==> src/rtl/cordic_arbiter.sv <==
// Round-robin arbiter that shares one CORDIC core between N_REQ requesters.
// States: IDLE arbitrate | ISSUE start pulse | RUN await done / watchdog | CAPTURE latch result.
module cordic_arbiter #(
  parameter int N_REQ       = 4,
  parameter int ID_W        = 2,
  parameter int TIMEOUT_CYC = 24
) (
  input  logic                  clk,
  input  logic                  rst,
  input  logic [N_REQ-1:0]      req,
  input  logic [18*N_REQ-1:0]   req_x0,
  input  logic [18*N_REQ-1:0]   req_y0,
  input  logic [18*N_REQ-1:0]   req_z0,
  input  logic [N_REQ-1:0]      req_mode,
  input  logic [4*N_REQ-1:0]    req_niter,
  output logic [N_REQ-1:0]      ack,
  output logic                  core_start,
  output logic [17:0]           core_x0,
  output logic [17:0]           core_y0,
  output logic [17:0]           core_z0,
  output logic                  core_rot0_vec1,
  output logic [3:0]            core_n_iter,
  input  logic                  core_done,
  input  logic                  core_busy,
  input  logic [18:0]           core_xn,
  input  logic [18:0]           core_yn,
  input  logic [17:0]           core_zn,
  output logic                  res_valid,
  output logic [ID_W-1:0]       res_id,
  output logic [18:0]           res_xn,
  output logic [18:0]           res_yn,
  output logic [17:0]           res_zn,
  output logic                  err,
  output logic [ID_W-1:0]       err_id
);

  localparam logic [1:0] S_IDLE    = 2'd0;
  localparam logic [1:0] S_ISSUE   = 2'd1;
  localparam logic [1:0] S_RUN     = 2'd2;
  localparam logic [1:0] S_CAPTURE = 2'd3;

  localparam int              WD_W    = $clog2(TIMEOUT_CYC + 1);
  localparam logic [WD_W-1:0] WD_LAST = WD_W'(TIMEOUT_CYC - 1);
  localparam logic [ID_W:0]   N_W     = (ID_W + 1)'(N_REQ);
  localparam logic [ID_W-1:0] LAST_ID = ID_W'(N_REQ - 1);

  logic [1:0]      state;
  logic [ID_W-1:0] ptr;
  logic [ID_W-1:0] cur_id;
  logic [WD_W-1:0] wd;

  logic            found;
  logic [ID_W-1:0] winner;
  logic [ID_W:0]   idx_sum;
  logic [ID_W:0]   idx;
  logic            grant;
  logic [ID_W-1:0] next_ptr;

  // First requester at or after ptr, wrapping modulo N_REQ.
  always_comb begin
    found   = 1'b0;
    winner  = '0;
    idx_sum = '0;
    idx     = '0;
    for (int i = 0; i < N_REQ; i++) begin
      idx_sum = {1'b0, ptr} + (ID_W + 1)'(i);
      idx     = (idx_sum >= N_W) ? (idx_sum - N_W) : idx_sum;
      if (!found && req[idx[ID_W-1:0]]) begin
        found  = 1'b1;
        winner = idx[ID_W-1:0];
      end
    end
  end

  assign grant    = (state == S_IDLE) && found && !core_busy;
  assign next_ptr = (winner == LAST_ID) ? '0 : winner + 1'b1;

  always_ff @(posedge clk or posedge rst) begin
    if (rst) begin
      state          <= S_IDLE;
      ptr            <= '0;
      cur_id         <= '0;
      wd             <= '0;
      ack            <= '0;
      core_start     <= 1'b0;
      core_x0        <= '0;
      core_y0        <= '0;
      core_z0        <= '0;
      core_rot0_vec1 <= 1'b0;
      core_n_iter    <= '0;
      res_valid      <= 1'b0;
      res_id         <= '0;
      res_xn         <= '0;
      res_yn         <= '0;
      res_zn         <= '0;
      err            <= 1'b0;
      err_id         <= '0;
    end else begin
      ack        <= '0;
      core_start <= 1'b0;
      res_valid  <= 1'b0;
      err        <= 1'b0;
      case (state)
        S_IDLE: begin
          if (grant) begin
            core_x0        <= req_x0[int'(winner)*18 +: 18];
            core_y0        <= req_y0[int'(winner)*18 +: 18];
            core_z0        <= req_z0[int'(winner)*18 +: 18];
            core_rot0_vec1 <= req_mode[winner];
            core_n_iter    <= req_niter[int'(winner)*4 +: 4];
            ack            <= N_REQ'(1) << winner;
            cur_id         <= winner;
            ptr            <= next_ptr;
            core_start     <= 1'b1;
            state          <= S_ISSUE;
          end
        end
        S_ISSUE: begin
          wd    <= '0;
          state <= S_RUN;
        end
        S_RUN: begin
          // Results settle one edge after done, so they are taken in CAPTURE.
          if (core_done) begin
            state <= S_CAPTURE;
          end else if (wd == WD_LAST) begin
            err    <= 1'b1;
            err_id <= cur_id;
            state  <= S_IDLE;
          end else begin
            wd <= wd + 1'b1;
          end
        end
        S_CAPTURE: begin
          res_xn    <= core_xn;
          res_yn    <= core_yn;
          res_zn    <= core_zn;
          res_id    <= cur_id;
          res_valid <= 1'b1;
          state     <= S_IDLE;
        end
        default: state <= S_IDLE;
      endcase
    end
  end

endmodule

==> config.mk <==
export PLATFORM = sky130hd
export DESIGN_NAME = cordic_arbiter
export DESIGN_NICKNAME = d
export VERILOG_FILES = /design/src/rtl/cordic_arbiter.sv
export SDC_FILE = /design/constraint.sdc
export NUM_CORES = 1
export LEC_CHECK = 0
export CORE_AREA = 5 5 163 165
export DETAILED_ROUTE_END_ITERATION = 10
export DIE_AREA = 0 0 168 170
export GPL_TIMING_DRIVEN = 0
export PLACE_DENSITY_LB_ADDON = 0.3
export SLEW_MARGIN = 20
export SYNTH_ARGS = -nofsm -noshare
export SYNTH_HDL_FRONTEND = slang
export SYNTH_SLANG_ARGS = --single-unit
==> constraint.sdc <==
create_clock -name clk -period 9.1 [get_ports clk]
set_input_delay 1.365 -clock clk [delete_from_list [all_inputs] [get_ports clk]]
set_output_delay 1.365 -clock clk [all_outputs]
set_load 0.005 [all_outputs]
# ---- Word level (Yosys, flattened, before mapping)
# Cells that the tools add are included.
dict set report totals {
  input_bits 300
  elab_cells 105
  ramBits 0
  mem_count 0
  latchBits 0
  ff_bits 137
  out_inout_bits 126
  romBits 0
}
dict set report classes {
  addsub 9
  reduce_logical 15
  n_eq_ne 9
  n_shift 5
  n_mux 38
  div_mod_pow 0
  magnitude_cmp 9
  multipliers 1
  bitwise_logic 1
}
# cell count
set ops {}
lappend ops {{$shiftx A72 B32 Y18} 2}
lappend ops {{$shiftx A72 B8 Y18} 1}
lappend ops {{$mux W2} 12}
lappend ops {{$shiftx A16 B5 Y4} 1}
lappend ops {{$lt A2 B3 Y1 const B} 5}
lappend ops {{$mux W1} 15}
lappend ops {{$bmux W1 S2} 5}
lappend ops {{$mux W5} 2}
lappend ops {{$pmux W5 S2} 1}
lappend ops {{$ge A3 B3 Y1 const B} 3}
lappend ops {{$mux W4} 2}
lappend ops {{$pmux W2 S4} 1}
lappend ops {{$sub A2 B1 Y2 const B} 4}
lappend ops {{$add A2 B2 Y3 const B} 2}
lappend ops {{$eq A2 B2 Y1 const B} 3}
lappend ops {{$mul A2 B4 Y6 const B} 1}
lappend ops {{$ne A2 B2 Y1 const B} 3}
lappend ops {{$reduce_and A3 Y1} 2}
lappend ops {{$add A5 B1 Y5 const B} 1}
lappend ops {{$eq A5 B5 Y1 const B} 1}
lappend ops {{$logic_and A1 B1 Y1} 5}
lappend ops {{$logic_not A1 Y1} 4}
lappend ops {{$reduce_and A2 Y1} 2}
lappend ops {{$shl A1 B2 Y4 const A} 1}
lappend ops {{other kinds (8)} 8}

# ---- Depth between registers and ports, before layout
dict set report depth {
  ltp_word 18
  ltp_mapped 8
  ltp_nobuf 6
}

# ---- Worst setup path before layout
# OpenSTA, ideal clock, no wires.
dict set report synth_path {
  path_kind {input to register}
  start {input port req[2]}
  end {register ptr[1]}
  stages 7
  path_slack_ps 6515
  arrival_ps 2469
  setup_ps 117
  required_ps 8983
  n_path_buf 1
  cell_sequence {mux2i_1 o22ai_2 nor2_4 buf_12 ha_1 nand2_1 nand2_1}
}
dict set report synth_via {
  word_cells_on_any_way 28
  cone_classes {add/sub (1); eq/ne (1); mux (17); reduce/logical (9)}
}
# item line
set synth_lines {}
lappend synth_lines {{start, declared} 10} ;# input logic [N_REQ-1:0] req,
lappend synth_lines {{$bmux W1 S2} 68} ;# if (!found && req[idx[ID_W-1:0]]) begin
lappend synth_lines {{$mux W1 (implied by the code)} 68}
lappend synth_lines {{$mux W1} 68}
lappend synth_lines {{$logic_not A1 Y1} 68}
lappend synth_lines {{$logic_and A1 B1 Y1} 68}
lappend synth_lines {{$mux W1} 68}
lappend synth_lines {{$logic_not A1 Y1} 68}
lappend synth_lines {{$logic_and A1 B1 Y1} 68}
lappend synth_lines {{$mux W1} 68}
lappend synth_lines {{$logic_not A1 Y1} 68}
lappend synth_lines {{$logic_and A1 B1 Y1} 68}
lappend synth_lines {{$mux W2 *} 68}
lappend synth_lines {{$add A2 B1 Y2 or $eq A2 B2 Y1 (tied branches)} 76} ;# assign next_ptr = (winner == LAST_ID) ? '0 : winner + 1'b1;
lappend synth_lines {{$mux W2 *} 76}
lappend synth_lines {{net next_ptr[1]} 57} ;# logic [ID_W-1:0] next_ptr;
lappend synth_lines {{end signal, assigned} 113} ;# ptr <= next_ptr;
lappend synth_lines {{end, declared} 48} ;# logic [ID_W-1:0] ptr;
# The timed path passes the listed nets; every way through them passes the cells marked *. The select of a mux whose other input is x is not followed.
# A chain may end at the register's enable or synchronous reset.

# ---- Worst setup path in the final report
dict set report layout_path {
  start {input port core_busy}
  end {register core_y0[17]}
}
dict set report layout_via {
  elab_chain_cells 3
}
# item line
set layout_lines {}
lappend layout_lines {{start, declared} 24} ;# input logic core_busy,
lappend layout_lines {{$logic_not A1 Y1} 75} ;# assign grant = (state == S_IDLE) && found && !core_busy;
lappend layout_lines {{$logic_and A1 B1 Y1} 75}
lappend layout_lines {{$reduce_and A2 Y1 (no line)} n/a}
lappend layout_lines {{end signal, assigned} 107} ;# core_y0 <= req_y0[int'(winner)*18 +: 18];
lappend layout_lines {{end, declared} 19} ;# output logic [17:0] core_y0,
# Every way passes these cells.

==> impl_metrics.env <==
export IMPL_outcome="complete, no violations"
export IMPL_maxCapViolCount=0
export IMPL_finClkSkew_ns=0.01543
export IMPL_internal_power_mw=2.289
export IMPL_clk_path_buf_depth=2
export IMPL_synth_cells=552
export IMPL_grt_max_degree=90
export IMPL_grt_pass1_wl_um=38300
export IMPL_netSwitchingFraction=0.3233
export IMPL_final_nets=1299
export IMPL_drt_first_pass_iters=5
export IMPL_synth_common_cells="dfrtp_1 (137), nand2_1 (76), mux2_2 (60), mux2i_1 (60), o211ai_2 (59)"
export IMPL_path_class="in -> reg"
export IMPL_clk_pin_slew_worst_paths_ns=0.07
export IMPL_hpwl_um=20420
export IMPL_synth_top_area_frac=0.4970
export IMPL_synthesis_area_mm2=0.006898
export IMPL_coreArea_mm2=0.02489
export IMPL_hold_depth=2
export IMPL_synth_edf_count=0
export IMPL_cts_buffers=17
export IMPL_p_switching_mw=1.094
export IMPL_hold_class="reg -> reg"
export IMPL_synth_area_leaders="dfrtp_1 (50%), o211ai_2 (11%), mux2_2 (9.8%)"
export IMPL_dr_total_vias=6224
export IMPL_fin_crit_sh=0.3574
export IMPL_required_ns=9.44
export IMPL_initial_core_util=0.2771
export IMPL_ys_warn_count=0
export IMPL_synth_adder_area_share=0.003628
export IMPL_final_max_slew_viol_count=0
export IMPL_avgViaCountPerCell=4.641
export IMPL_final_core_util=0.4903
export IMPL_synthFlopType="dfrtp_1"
export IMPL_fin_setup_tns_ns=0
export IMPL_async_flop_share=1.000
export IMPL_synth_largest_area_cell="dfrtp_1"
export IMPL_ys_seq_elements=137
export IMPL_grt_util_all_layers=0.1726
export IMPL_seqPwrFrac=0.308
export IMPL_hold_end="core_x0[16]"
export IMPL_cts_hold_buf=0
export IMPL_gp_congestion=0.8440
export IMPL_grt_pass1_vias=6631
export IMPL_yosys_area_share_simple=0.06004
export IMPL_io_pins=426
export IMPL_antenna_found_initial=2
export IMPL_rsz0062_at_grt="no"
export IMPL_avgSynthCellArea_um2=12.50
export IMPL_leakage_nw=5.086
export IMPL_post_cts_buffers=0
export IMPL_hold_ws_ns=0.4850
export IMPL_fmax_mhz=307.5
export IMPL_wl_um=25640
export IMPL_die_w_um=168
export IMPL_hold_violations=0
export IMPL_portBuffers=425
export IMPL_h_tree_depth=4
export IMPL_pwr_share_comb=0.482
export IMPL_ff2ff_path_depth=6
export IMPL_hp_start="core_x0[16]"
export IMPL_synth_compound_area_frac=0.2075
export IMPL_fin_crit_ns=3.253
export IMPL_ir_drop_mv=0.1183
export IMPL_worst_pin_slew_ns=0.5903
export IMPL_cts_root_buf="clkbuf_16"
export IMPL_cts_sinks=137
export IMPL_drive_gt1_frac=0.1970
export IMPL_setup_viol=0
export IMPL_critPathMaxFanout=10
export IMPL_rows=58
export IMPL_drtIter0Drc=256
export IMPL_worstReg2RegStart="state[0]"
export IMPL_muxShareOfSynthArea=0.1850
export IMPL_synth_top_family_by_area="compound AO/OA/AOI/OAI gates"
export IMPL_end_kind="register"
export IMPL_ys_seq_area_frac=0.4970
export IMPL_reg2reg_slack_ns=6.71
export IMPL_yosysMostFrequentCell="dfrtp_1"
export IMPL_arrival_ns=3.60
export IMPL_area_delta_synth_final_pct=76.93
export IMPL_regToRegEndpoint="core_y0[17]"
export IMPL_drc=0
export IMPL_slew_headroom=0.6065
export IMPL_grt_overflow=0
export IMPL_yosysUniqueCellTypes=41
export IMPL_dieHeight_um=170
export IMPL_start_kind="primary input"
export IMPL_wl_per_cell_um=19.12
export IMPL_syn_num_nets=854
export IMPL_dieArea_mm2=0.02856
export IMPL_synth_xor_area_frac=0
export IMPL_ant_nets=0
export IMPL_cts_resized=0
export IMPL_clk_latency_ns=0.42
export IMPL_tritoncts="done"
export IMPL_clkPwrFrac=0.210
export IMPL_power_per_cell_area_mw_per_mm2=277.2
## power by group through the flow
stage / registers, mW / logic [mW] / clock network (mW)
2_1_floorplan: 1.05 / 0.786 / 0
3_3_place_gp: 1.04 / 1.64 / 0
3_5_place_dp: 1.05 / 1.67 / 0
4_1_cts: 1.04 / 1.67 / 0.735
5_1_grt: 1.08 / 1.76 / 0.763
6_report: 1.04 / 1.63 / 0.711
## worst max path at each step
stage	from	end	slack, ns	cells past startpoint
3_3_place_gp	rst	core_y0[7]	1.68	2
6_report	core_busy	core_y0[17]	5.85	7
5_1_grt	core_busy	core_z0[17]	5.52	7
4_1_cts	core_busy	core_y0[17]	5.74	7
3_5_place_dp	core_busy	core_rot0_vec1	5.30	7
2_1_floorplan	rst	ack[0]	4.07	1
## layout make-up
type,instances,area (um^2)
repair buffers,426,4282
fillers,2280,12690
clock inverters,15,176.4
inverters,8,37.54
flip-flops and latches,137,3428
well taps,330,412.9
multi-input cells,366,3147
diodes,1,2.502
plain buffers,41,292.8
clock buffers,17,425.4
## per-stage QoR
step / cells / power [mW] / setup WS, ns / area (um^2)
floorplan: 552 / 1.840 / 4.067 / 6898
global placement: 1307 / 2.689 / 1.682 / 11560
finish: 1341 / 3.383 / 5.847 / 12200
global route: 1341 / 3.602 / 5.519 / 12200
CTS: 1340 / 3.446 / 5.742 / 12200
detailed placement: 1308 / 2.715 / 5.299 / 11600
## layout by cell type, fill, tap and decap left out, drive strengths merged, types with 2 or more instances in the layout
| cell | Yosys | routed |
|---|---|---|
| a21oi | 9 | 9 |
| a22o | 2 | 2 |
| a22oi | 59 | 59 |
| a32o | 2 | 2 |
| and2 | 2 | 2 |
| and3 | 2 | 2 |
| buf | 34 | 35 |
| clkbuf | 7 | 24 |
| clkdlybuf4s50 | 0 | 425 |
| clkinv | 0 | 2 |
| clkinvlp | 0 | 3 |
| dfrtp | 137 | 137 |
| ha | 2 | 2 |
| inv | 8 | 17 |
| mux2 | 60 | 60 |
| mux2i | 60 | 60 |
| nand2 | 76 | 76 |
| nand3 | 2 | 2 |
| nor2 | 6 | 6 |
| nor3 | 2 | 2 |
| o211ai | 60 | 60 |
| o21ai | 8 | 8 |
| or2 | 2 | 2 |
## registers in the layout, indices dropped and copies added, names as in the netlist, 2 cells and up
name / count
wd: 5
core_z0: 18
res_xn: 19
ptr: 2
core_y0: 18
state: 2
res_yn: 19
res_zn: 18
core_n_iter: 4
cur_id: 2
res_id: 2
err_id: 2
ack: 4
core_x0: 18
## critical path: stages
cell	delay, ns
clkdlybuf4s50_1	0.40
nor3_1	0.37
o41ai_2	0.23
nor2_1	0.49
clkbuf_1	0.50
nand2_1	0.15
o211ai_2	0.08
## kinds of logic (layout without fill, tap and decap cells)
logic type	count (synthesis)	count (layout)
AOI/OAI and AO/OA	147	147
DFF	137	137
muxes	120	120
and+or+nand+nor	97	97
buffers and inverters	49	507
adders and majority gates	2	2
other	0	1
## per-layer routing
metal | wire [um] | global-route usage | vias up
li1 | - | - | 2942
met1 | 10170 | 0.2031 | 3002
met2 | 13280 | 0.3087 | 256
met3 | 1826 | 0.05505 | 22
met4 | 344 | 0.03881 | 2
met5 | 20 | 0 | -
(Power assumes the default switching activity.)
